**config.mk**
```make
export PLATFORM = sky130hd
export DESIGN_NAME = manchester_rx_deframer
export DESIGN_NICKNAME = d
export VERILOG_FILES = /design/src/rtl/manchester_rx_deframer.sv
export SDC_FILE = /design/constraint.sdc
export NUM_CORES = 1
export LEC_CHECK = 0
export ABC_AREA = 1
export ABC_CLOCK_PERIOD_IN_PS = 4900
export BUFFER_PORTS_ARGS = -buffer_cell sky130_fd_sc_hd__buf_4
export CORE_MARGIN = 10
export CORE_UTILIZATION = 62
export CTS_CLUSTER_DIAMETER = 40
export CTS_CLUSTER_SIZE = 30
export DETAILED_ROUTE_END_ITERATION = 10
export PLACE_DENSITY_LB_ADDON = 0.15
export SYNTH_ARGS = -nofsm -noshare
export SYNTH_HDL_FRONTEND = slang
export SYNTH_SLANG_ARGS = --single-unit
```
**constraint.sdc**
```tcl
create_clock -name clk -period 4.9 [get_ports clk]
set_clock_uncertainty 0.1 [all_clocks]
set_input_delay 0.49 -clock clk [delete_from_list [all_inputs] [get_ports clk]]
set_output_delay 0.49 -clock clk [all_outputs]
set_load 0.02 [all_outputs]
```
**src/rtl/manchester_rx_deframer.sv**
```systemverilog
// Manchester receiver: oversampled start-violation framing, 16 chips per frame.
// Define MANCH_RX_GLITCH_FILTER_EN to add a 3-sample majority filter on the line.
module manchester_rx_deframer #(
   parameter int OVERSAMPLE = 4
) (
   input  logic        clk,
   input  logic        rst_n,
   input  logic        rx_in,
   input  logic        enable,
   output logic [15:0] chip_word,
   output logic [7:0]  data_out,
   output logic        data_valid,
   output logic        code_err,
   output logic        frame_err,
   output logic        busy
);
   localparam int PW = $clog2(OVERSAMPLE);
   localparam logic [PW-1:0] PH_LAST = PW'(OVERSAMPLE - 1);
   localparam logic [PW-1:0] PH_SAMP = PW'(OVERSAMPLE / 2);
   localparam logic [PW-1:0] PH_ONE  = PW'(1);

   typedef enum logic [1:0] {IDLE, START, DATA, STOP} state_t;

   state_t        state, state_nxt;
   logic          sync1, sync2, rx_s, rx_d;
   logic [PW-1:0] phase, phase_nxt;
   logic [3:0]    cnt, cnt_nxt;
   logic [15:0]   shreg, shreg_nxt;
   logic          done, sample, start_edge;
   logic          cerr;
   logic [7:0]    dec;

   always_ff @(posedge clk or negedge rst_n) begin
      if (!rst_n) begin
         sync1 <= 1'b0;
         sync2 <= 1'b0;
         rx_d  <= 1'b0;
      end else begin
         sync1 <= rx_in;
         sync2 <= sync1;
         rx_d  <= rx_s;
      end
   end

`ifdef MANCH_RX_GLITCH_FILTER_EN
   logic [1:0] hist;

   always_ff @(posedge clk or negedge rst_n) begin
      if (!rst_n) hist <= '0;
      else        hist <= {hist[0], sync2};
   end

   assign rx_s = (sync2 & hist[0]) | (sync2 & hist[1]) | (hist[0] & hist[1]);
`else
   assign rx_s = sync2;
`endif

   assign start_edge = rx_s & ~rx_d & enable;
   assign sample     = (phase == PH_SAMP);
   assign busy       = (state != IDLE);

   always_comb begin
      state_nxt = state;
      cnt_nxt   = cnt;
      shreg_nxt = shreg;
      done      = 1'b0;
      phase_nxt = '0;
      if (state != IDLE)
         phase_nxt = (phase == PH_LAST) ? '0 : phase + PH_ONE;
      unique case (state)
         IDLE: begin
            // the edge cycle itself counts as phase 0
            if (start_edge) begin
               state_nxt = START;
               phase_nxt = PH_ONE;
               cnt_nxt   = '0;
            end
         end
         START: begin
            if (sample) begin
               if (!rx_s)
                  state_nxt = IDLE;
               else if (cnt == 4'd1) begin
                  state_nxt = DATA;
                  cnt_nxt   = '0;
               end else
                  cnt_nxt = cnt + 4'd1;
            end
         end
         DATA: begin
            if (sample) begin
               shreg_nxt = {shreg[14:0], rx_s};
               cnt_nxt   = cnt + 4'd1;
               if (cnt == 4'd15) state_nxt = STOP;
            end
         end
         STOP: begin
            if (sample) begin
               state_nxt = IDLE;
               done      = 1'b1;
            end
         end
         default: state_nxt = IDLE;
      endcase
      if (!enable) begin
         state_nxt = IDLE;
         done      = 1'b0;
      end
      if (state_nxt == IDLE) begin
         phase_nxt = '0;
         cnt_nxt   = '0;
         shreg_nxt = '0;
      end
   end

   always_comb begin
      cerr = 1'b0;
      dec  = '0;
      for (int i = 0; i < 8; i++) begin
         cerr   = cerr | (shreg[2*i+1] == shreg[2*i]);
         dec[i] = shreg[2*i+1];
      end
   end

   always_ff @(posedge clk or negedge rst_n) begin
      if (!rst_n) begin
         state <= IDLE;
         phase <= '0;
         cnt   <= '0;
         shreg <= '0;
      end else begin
         state <= state_nxt;
         phase <= phase_nxt;
         cnt   <= cnt_nxt;
         shreg <= shreg_nxt;
      end
   end

   always_ff @(posedge clk or negedge rst_n) begin
      if (!rst_n) begin
         chip_word  <= '0;
         data_out   <= '0;
         data_valid <= 1'b0;
         code_err   <= 1'b0;
         frame_err  <= 1'b0;
      end else begin
         data_valid <= 1'b0;
         code_err   <= 1'b0;
         frame_err  <= 1'b0;
         if (done) begin
            chip_word  <= shreg;
            code_err   <= cerr;
            frame_err  <= rx_s;
            data_valid <= ~cerr & ~rx_s;
            if (!cerr && !rx_s) data_out <= dec;
         end
      end
   end
endmodule

```
==> results_dict.tcl <==
set metrics [dict create \
    hold_violations 0 \
    die_height_um 85.7 \
    pre_cts_slack_ns 2.50 \
    root_buffer "clkbuf_8" \
    avgSynthCellArea_um2 8.63 \
    crit_path_top_delay_cell "dfrtp_1" \
    clkSinkCount 54 \
    numCtsBuffers 5 \
    antenna_found_initial 0 \
    synth_flop_cell "dfrtp_1" \
    totalPowerFinal_mw 0.902 \
    worst_slack_ns 2.43 \
    min_period_ns 2.47 \
    clk_pin_slew_ns 0.09 \
    cts_resized 0 \
    final_antenna_net_count 0 \
    multi_input_area_um2 1110 \
    die_w_um 85.7 \
    synth-seq-cells 54 \
    h-tree-depth 2 \
    crit_path_start_kind "flop" \
    crit_path_cell_trace "inv_1 -> ha_1 -> nand2_2 -> nor2_2 -> nand2_1 -> nand2_1 -> inv_1 -> nand2_1 -> nand2_2 -> nand2_8 -> nand2_2 -> inv_2" \
    drt-pass1-iter-count 5 \
    synth_most_common_cell "nand2_1" \
    via_per_inst 5.28 \
    ios 32 \
    track_usage_pct 15.1 \
    netlist_area_um2 2670 \
    worst-setup-path-type "reg2reg" \
    wl_per_cell_um 13.8 \
    highest-signal-layer "met4" \
    coreArea_um2 4090 \
    rsz0062_at_grt "no" \
    fin_crit_sh_pct 50.3 \
    grt_max_degree 55 \
    maxCapViolCount 0 \
    synth_warnings 0 \
    required_ns 5.04 \
    power.density_nw_per_um2 301 \
    met1Wirelength_um 2550 \
    place_hpwl_um 3730 \
    postCtsSetupBuffers 0 \
    drc 0 \
    synthToLayoutAreaGrowth_pct 11.9 \
    holdCritPathClass "in2async" \
    finalMaxSlewViolations 0 \
    crit_arrival_ns 2.61 \
    met2_length_um 2320 \
    finalSetupViolations 0 \
    synthesis.nets 322 \
    first_iter_violations 155 \
    synth_commonest_cells "nand2_1, dfrtp_1, o21ai_0, inv_1, nand4_1" \
    relSlewSlack_pct 27.5 \
    routed_wl_um 5340 \
    cp_top_family "simple AND/OR/NAND/NOR gates" \
    holdWs_ns 0.103 \
    cts-hold-fix-buffers 0 \
    seq_area_um2 1350 \
    ys_types 26 \
    p_leak_nw 1.50 \
    antenna_cells 0 \
    rows 23 \
    drive_gt1_share_pct 20.4 \
    ir_worst_vdd_v 0.000181 \
    fmax_mhz 405 \
    synth_top_cells_by_area "dfrtp_1, nand2_1, o21ai_0, inv_1, a21boi_2" \
    start_util_pct 65.4 \
    netlist_instances 310 \
    max_stage_delay_ns 0.43 \
    grt_pass1_wl_um 9300 \
    synth_top_area_share_pct 50.5 \
    worstSetupEndpointType "flop" \
    die-area_um2 7340 \
    clk_latency_ns 0.30 \
    yosys.area.top_type "dfrtp_1" \
    clockBufferDepth 2 \
    nets 350 \
    crit_buf_inv 3 \
    grt_overflow 0 \
    ys_seq_area_share_pct 50.5 \
    fillers 344 \
    place_congestion 0.835 \
    status "finished, final reports clean" \
    critPathMaxFanout 33 \
    fin_tns_setup_ns 0 \
    final_util_pct 73.2 \
    tritoncts "yes" \
    port_buffers 31 \
    grt_pass1_vias 1920 \
    worstMarginPinSlew_ns 1.08 \
    synthArstFlopShare_pct 100 \
    synth_edf_count 0 \
    vias 2049 \
    wl_met3_um 395 \
]
[metal layers]
| metal | GRT usage (%) | up-vias |
|---|---|---|
| met3 | 4.92 | 8 |
| li1 | - | 1041 |
| met2 | 21.9 | 45 |
| met4 | 4.64 | 0 |
| met5 | 0 | - |
| met1 | 20.7 | 955 |
[logic make-up after synthesis]
group,Yosys count,synth area share [%]
flip-flops,54,50.5
XOR/XNOR,1,0.328
buffers and inverters,50,7.77
adder cells (fa/ha/maj),8,3.74
AO/OA/AOI/OAI,58,13.8
AND/OR/NAND/NOR,139,23.9
[state kept, by name, summed over array words and instances (netlist names)]
name and count:
chip_word 16, cnt 4, code_err 1, data_out 8
data_valid 1, frame_err 1, phase 2, rx_d 1
rx_s 1, shreg 16, state 2, sync1 1
[placed cells by master, fill, tap and decap left out]
| cell type | Yosys | layout |
|---|---|---|
| a21oi_1 | 5 | 5 |
| clkinvlp_4 | 0 | 1 |
| a21boi_2 | 9 | 9 |
| nand2_2 | 6 | 6 |
| o21a_1 | 1 | 1 |
| nand3b_1 | 1 | 1 |
| a31oi_1 | 1 | 1 |
| nor2_4 | 3 | 3 |
| o21ai_0 | 35 | 35 |
| nand2_8 | 1 | 1 |
| inv_1 | 32 | 32 |
| a21boi_1 | 7 | 7 |
| nand3_1 | 9 | 9 |
| nor2_2 | 2 | 2 |
| ha_1 | 8 | 8 |
| nand3_2 | 2 | 2 |
| nand4_1 | 11 | 11 |
| clkbuf_1 | 6 | 1 |
| dfrtp_1 | 54 | 54 |
| nand2_1 | 94 | 94 |
| nor2_1 | 9 | 9 |
| xor2_1 | 1 | 1 |
| inv_2 | 8 | 8 |
| buf_4 | 1 | 31 |
| or2_2 | 1 | 1 |
| clkbuf_8 | 0 | 5 |
[metrics by stage]
step / instances / instance area (µm²)
finish: 388 / 2990
global route: 388 / 2990
CTS: 388 / 2990
detailed placement: 381 / 2910
global placement: 381 / 2910
floorplan: 310 / 2670
[path summary, 6_finish.rpt]
path / startpoint / endpoint / slack, ns / cells past startpoint
max: state[0] / cnt[0] / 2.43 / 12
min in group clk: rx_in / sync1 / 0.20 / 1
max in group asynchronous: rst_n / chip_word[9] / 4.16 / 1
max reg2reg: state[0] / cnt[0] / 2.43 / 12
min reg2reg: sync1 / rx_s / 0.26 / 0
min: rst_n / rx_d / 0.10 / 1
[power breakdown]
| group | switching [mW] | internal [mW] | total [mW] | leakage, nW |
|---|---|---|---|---|
| clock | 0.133 | 0.0982 | 0.232 | 0.0373 |
| combinational | 0.150 | 0.0551 | 0.205 | 0.717 |
| sequential | 0.0103 | 0.454 | 0.465 | 0.746 |
| total | 0.294 | 0.608 | 0.902 | 1.50 |
[layout make-up]
cell class	instances	area share, %
inverters	40	5.02
flip-flops and latches	54	45.2
repair buffers	31	7.78
clock buffers	6	2.43
well taps	50	2.09
clock inverters	1	0.251
multi-input cells	206	37.3
No activity file was read; power rests on OpenSTA's default activity.
